==> src/rtl/word_narrow_pkg.sv <==
// Shared constants for the 32->16 narrowing unit: FSM encodings and signed
// 16-bit saturation limits.
package word_narrow_pkg;

    localparam logic [1:0] ST_IDLE  = 2'd0;
    localparam logic [1:0] ST_BEAT0 = 2'd1;
    localparam logic [1:0] ST_BEAT1 = 2'd2;

    localparam logic [15:0] SAT_MAX16 = 16'h7FFF;
    localparam logic [15:0] SAT_MIN16 = 16'h8000;

endpackage

==> src/rtl/word_narrow_sat.sv <==
// Combinational signed range check of a 2*OUT_W word against signed OUT_W,
// with optional clamp to the signed min/max on overflow.
module word_narrow_sat #(
    parameter int OUT_W = 16
) (
    input  logic [2*OUT_W-1:0] word,
    input  logic               sat,
    output logic [OUT_W-1:0]   data,
    output logic               ovf
);

    localparam logic [OUT_W-1:0] SAT_MAX = {1'b0, {(OUT_W-1){1'b1}}};
    localparam logic [OUT_W-1:0] SAT_MIN = {1'b1, {(OUT_W-1){1'b0}}};

    logic [OUT_W:0] upper;

    // Representable only when every bit from the narrow sign bit upward agrees.
    always_comb begin
        upper = word[2*OUT_W-1:OUT_W-1];
        ovf   = ~((&upper) | (~|upper));
        data  = word[OUT_W-1:0];
        if (ovf && sat) begin
            data = word[2*OUT_W-1] ? SAT_MIN : SAT_MAX;
        end
    end

endmodule

==> src/rtl/word_narrow.sv <==
// Streaming 32->16 narrowing unit: narrow mode emits one range-checked
// halfword per word, split mode emits both halves over two beats.
module word_narrow
    import word_narrow_pkg::*;
#(
    parameter int OUT_W     = 16,
    parameter bit LOW_FIRST = 1'b1
) (
    input  logic               clk,
    input  logic               rst,
    input  logic               in_valid,
    output logic               in_ready,
    input  logic [2*OUT_W-1:0] in_data,
    input  logic               in_split,
    input  logic               in_sat,
    output logic               out_valid,
    input  logic               out_ready,
    output logic [OUT_W-1:0]   out_data,
    output logic               out_ovf,
    output logic               out_last
);

    logic [1:0]         state;
    logic [OUT_W-1:0]   second_half;
    logic [OUT_W-1:0]   sat_data;
    logic               sat_ovf;
    logic               in_xfer;
    logic               out_xfer;

    word_narrow_sat #(.OUT_W(OUT_W)) u_sat (
        .word (in_data),
        .sat  (in_sat),
        .data (sat_data),
        .ovf  (sat_ovf)
    );

    assign out_valid = (state != ST_IDLE);
    assign in_ready  = (state == ST_IDLE) | (out_valid & out_ready & out_last);
    assign in_xfer   = in_valid & in_ready;
    assign out_xfer  = out_valid & out_ready;

    // A new word always wins: in_ready only opens when the current word is
    // finished, so acceptance can overwrite the output registers directly.
    always_ff @(posedge clk) begin
        if (rst) begin
            state       <= ST_IDLE;
            second_half <= '0;
            out_data    <= '0;
            out_ovf     <= 1'b0;
            out_last    <= 1'b0;
        end else if (in_xfer) begin
            state <= ST_BEAT0;
            if (in_split) begin
                out_data    <= LOW_FIRST ? in_data[OUT_W-1:0] : in_data[2*OUT_W-1:OUT_W];
                second_half <= LOW_FIRST ? in_data[2*OUT_W-1:OUT_W] : in_data[OUT_W-1:0];
                out_ovf     <= 1'b0;
                out_last    <= 1'b0;
            end else begin
                out_data <= sat_data;
                out_ovf  <= sat_ovf;
                out_last <= 1'b1;
            end
        end else if (out_xfer) begin
            if (state == ST_BEAT0 && !out_last) begin
                state    <= ST_BEAT1;
                out_data <= second_half;
                out_ovf  <= 1'b0;
                out_last <= 1'b1;
            end else begin
                state <= ST_IDLE;
            end
        end
    end

endmodule
==> config.mk <==
export PLATFORM = sky130hd
export DESIGN_NAME = word_narrow
export DESIGN_NICKNAME = d
export VERILOG_FILES = /design/src/rtl/word_narrow_pkg.sv /design/src/rtl/word_narrow_sat.sv /design/src/rtl/word_narrow.sv
export SDC_FILE = /design/constraint.sdc
export NUM_CORES = 1
export LEC_CHECK = 0
export BUFFER_PORTS_ARGS = -buffer_cell sky130_fd_sc_hd__clkbuf_2
export CORE_MARGIN = 5
export CORE_UTILIZATION = 47
export CTS_BUF_LIST = sky130_fd_sc_hd__clkbuf_8
export DETAILED_ROUTE_END_ITERATION = 7
export PLACE_DENSITY = 0.86
export SETUP_SLACK_MARGIN = 0.4
export SYNTH_ARGS = -nofsm -noshare
export SYNTH_HDL_FRONTEND = slang
export SYNTH_SLANG_ARGS = --single-unit
==> constraint.sdc <==
create_clock -name clk -period 2.2 [get_ports clk]
set_input_delay 0.22 -clock clk [delete_from_list [all_inputs] [get_ports clk]]
set_output_delay 0.22 -clock clk [all_outputs]
set_load 0.05 [all_outputs]
==> summary.md <==
| Metric | Value |
|---|---|
| Status | finished, final reports clean |
| Tmin final | roughly 1600 ps |
| Die X | roughly 71 um |
| Setup TNS | 0 ps |
| CORE AREA | 3630 sq um |
| GR Overflow Total | 0 |
| GP Congestion | ~0.97 |
| Worst setup SP type | flip-flop |
| CTS H-tree depth | 2 |
| Post-synthesis register bit count | 36 |
| Critical Path Fanout Max | 11 |
| Slew @ Worst Pin | ~430 ps |
| Hold crit path type | in2reg |
| Largest cells by area after synthesis | dfxtp_1, a21oi_1, a221oi_2 |
| Worst path max stage delay | roughly 340 ps |
| Worst endpoint required time | 2350 ps |
| Area leader, netlist | dfxtp_1 |
| Hold EP | second_half[2] |
| Max Root-Sink Buffers | 2 |
| Vias per cell | approximately 5.9 |
| Multi-input gate area | ~950 sq um |
| Slowest-stage cell, CP | dfxtp_2 |
| Register area | roughly 720 sq um |
| Routed WL per cell | around 15 um |
| Yosys cell types | 29 |
| CTS Root Cell | clkbuf_8 |
| Worst Setup Path Type | reg2reg |
| Router iterations before antenna repair | 4 |
| Cells after Synth | between 200 and 250 |
| Final net count | about 300 |
| Initial core utilization | 0.479 |
| Synth Flop Type | dfxtp_1 |
| Global Route Usage Sum | 0.194 |
| Final period utilization | 0.747 |
| Vias post-DR | 1,800 |
| Critical path endpoint category | flip-flop |
| VDD IR max | between 400 and 500 uV |
| # hold bufs at CTS | 0 |
| Placed Area | 2070 sq um |
| Worst-path clk slew | roughly 60 ps |
| RSZ-0062 raised after global routing | no |
| DRC Markers | 0 |
| Hold Startpoint | in_data[18] |
| Power Density | roughly 800 nW/um^2 |
| Share of layout cells above drive strength 1 | 0.355 |
| Critical-path cell list | nand3b_1, a21oi_1, nor2_4, buf_4, a211oi_1, a221oi_1 |
| Drt initial violations | around 170 |
| Synth warnings | 0 |
| Final hold violation count | 0 |
| Final wirelength | between 4 and 5 mm |
| Final-report setup violation count | 0 |
| Synth top area share | 0.414 |
| Fmax | slightly above 0.6 GHz |
| Final ANT Viol Nets | 0 |
| PortBufs | 57 |
| Lkg Pwr | roughly 0.88 nW |
| Vias in the first global route | around 1.6k |
| Cells on worst reg2reg path | 6 |
| Post-route cell area | 2170 sq um |
| Syn_area_per_cell | between 8 and 9 sq um |
| Max-slew violations | 0 |
| Slew Limit Headroom | 0.717 |
| Worst reg2reg setup slack | ~560 ps |
| WHS Path Cells | 3 |
| Fraction of registers with async set/reset | 0 |
| Most frequent cell after synthesis | dfxtp_1 |
| # diodes | 0 |
| Worst R2R End | out_data[3] |
| Synth Net Count | approximately 240 |
| Sequential element share of the synthesized area | 0.414 |
| Die area | roughly 5000 sq um |
| CTS tree | done |
| Reg2Reg Launch Point | out_last |
| Skew-Pair Late Insertion Delay | roughly 290 ps |
| Global-route wire length before repair | 7.75 mm |
| P&R area growth vs syn | 24.6% |
| Die Y | between 70 and 80 um |
| Detailed placement HPWL | 3.42 mm |
| CTS buffer count | 5 |
| Post-CTS setup buffer count | 0 |
| EDFF count, synth | 0 |
| Largest net degree at the start of global routing | 32 |
| Post-synth top cells | dfxtp_1, a21oi_1, nand2_1, nand3_1, o21ai_0 |
| Total of max-cap violations | 0 |
| I/O pin cnt | 58 |
| Worst clock skew | ~5.5 ps |
| FP Rows | 22 |
| Fillers | 350 |
| Crit path arrival time | 1790 ps |
| Clk sinks | 36 |
| Syn Std Cell Area | between 1500 and 2000 sq um |
| Antenna violations before repair | 0 |
cells by family (layout without fill, tap and decap cells):
family,after synthesis,after routing,share of synthesized area
mux,1,1,0.00647
buf+inv,20,74,0.0524
simple gates,61,61,0.170
flops,36,36,0.414
compound gates,87,87,0.357
registers in the layout, summed over array words and instances, names as in the netlist:
register     flops
out_data        16
out_last         1
out_ovf          1
second_half     16
state            2
how the worst max path moves through the flow:
| stage | slack (ps) | depth (start not counted) | to | start |
|---|---|---|---|---|
| after floorplan | 500 | 6 | out_data[10] | out_last |
| after global placement | 330 | 5 | second_half[3] | state[0] |
| after detailed placement | 310 | 6 | out_data[15] | in_data[18] |
| after CTS | 470 | 5 | second_half[1] | state[0] |
| after global routing | 400 | 5 | out_data[3] | out_last |
| final | 560 | 6 | out_data[3] | out_last |
worst max-delay path, delay by kind of cell, from the launching register on:
kind            cells  cell delay, ps
compound gates      3             670
simple gates        2             300
buf+inv             1             200
flops               1             340
area by class of cell:
type | instances | area share
clock inverter | 2 | 0.00346
inverter | 2 | 0.00346
multi-input combinational | 149 | 0.439
tap | 48 | 0.0277
sequential | 36 | 0.333
timing repair buffer | 64 | 0.156
clock buffer | 6 | 0.0380
cells in the final DEF, fill, tap and decap left out, types with 2 or more instances in the layout:
master,Yosys,routed
clkbuf_8,0,6
nand2b_1,2,2
nor2_1,8,7
clkbuf_2,0,57
inv_1,2,4
a211oi_1,15,15
a221oi_1,5,5
a21oi_1,34,33
a221oi_2,10,10
buf_4,0,7
nand3_1,17,17
nand4_1,4,4
o21ai_0,16,16
nand2_1,21,19
nor4_1,3,3
a21oi_2,1,2
dfxtp_1,36,35
per-layer routing:
layer,vias to the layer above,wire length (um),GRT usage
li1,894,-,-
met3,12,405,0.0568
met2,83,2070,0.276
met5,-,0,0
met4,0,121,0.0919
met1,811,2080,0.268
per-stage QoR:
stage | std cells | power [mW] | hold WS (ps) | worst slack [ps] | util
4_1_cts | 307 | 1.73 | 194 | 472 | 0.595
3_5_place_dp | 299 | 1.27 | 468 | 314 | 0.570
2_1_floorplan | 205 | 1.13 | 367 | 500 | -
5_1_grt | 307 | 1.82 | 207 | 402 | 0.597
3_3_place_gp | 299 | 1.26 | 456 | 332 | 0.570
6_report | 307 | 1.73 | 196 | 556 | 0.597
report_power, final:
group	internal, mW	leakage [nW]	switching (mW)
clock network	0.246	0.0538	0.223
logic	0.153	0.533	0.364
registers	0.710	0.296	0.0371
total	1.11	0.883	0.624
what timing repair did:
item,in CTS,in global routing
hold endpoints to repair,0,0
gates resized for setup,1,2
gates cloned,0,0
setup endpoints to repair,17,22
(Power assumes the default switching activity.)
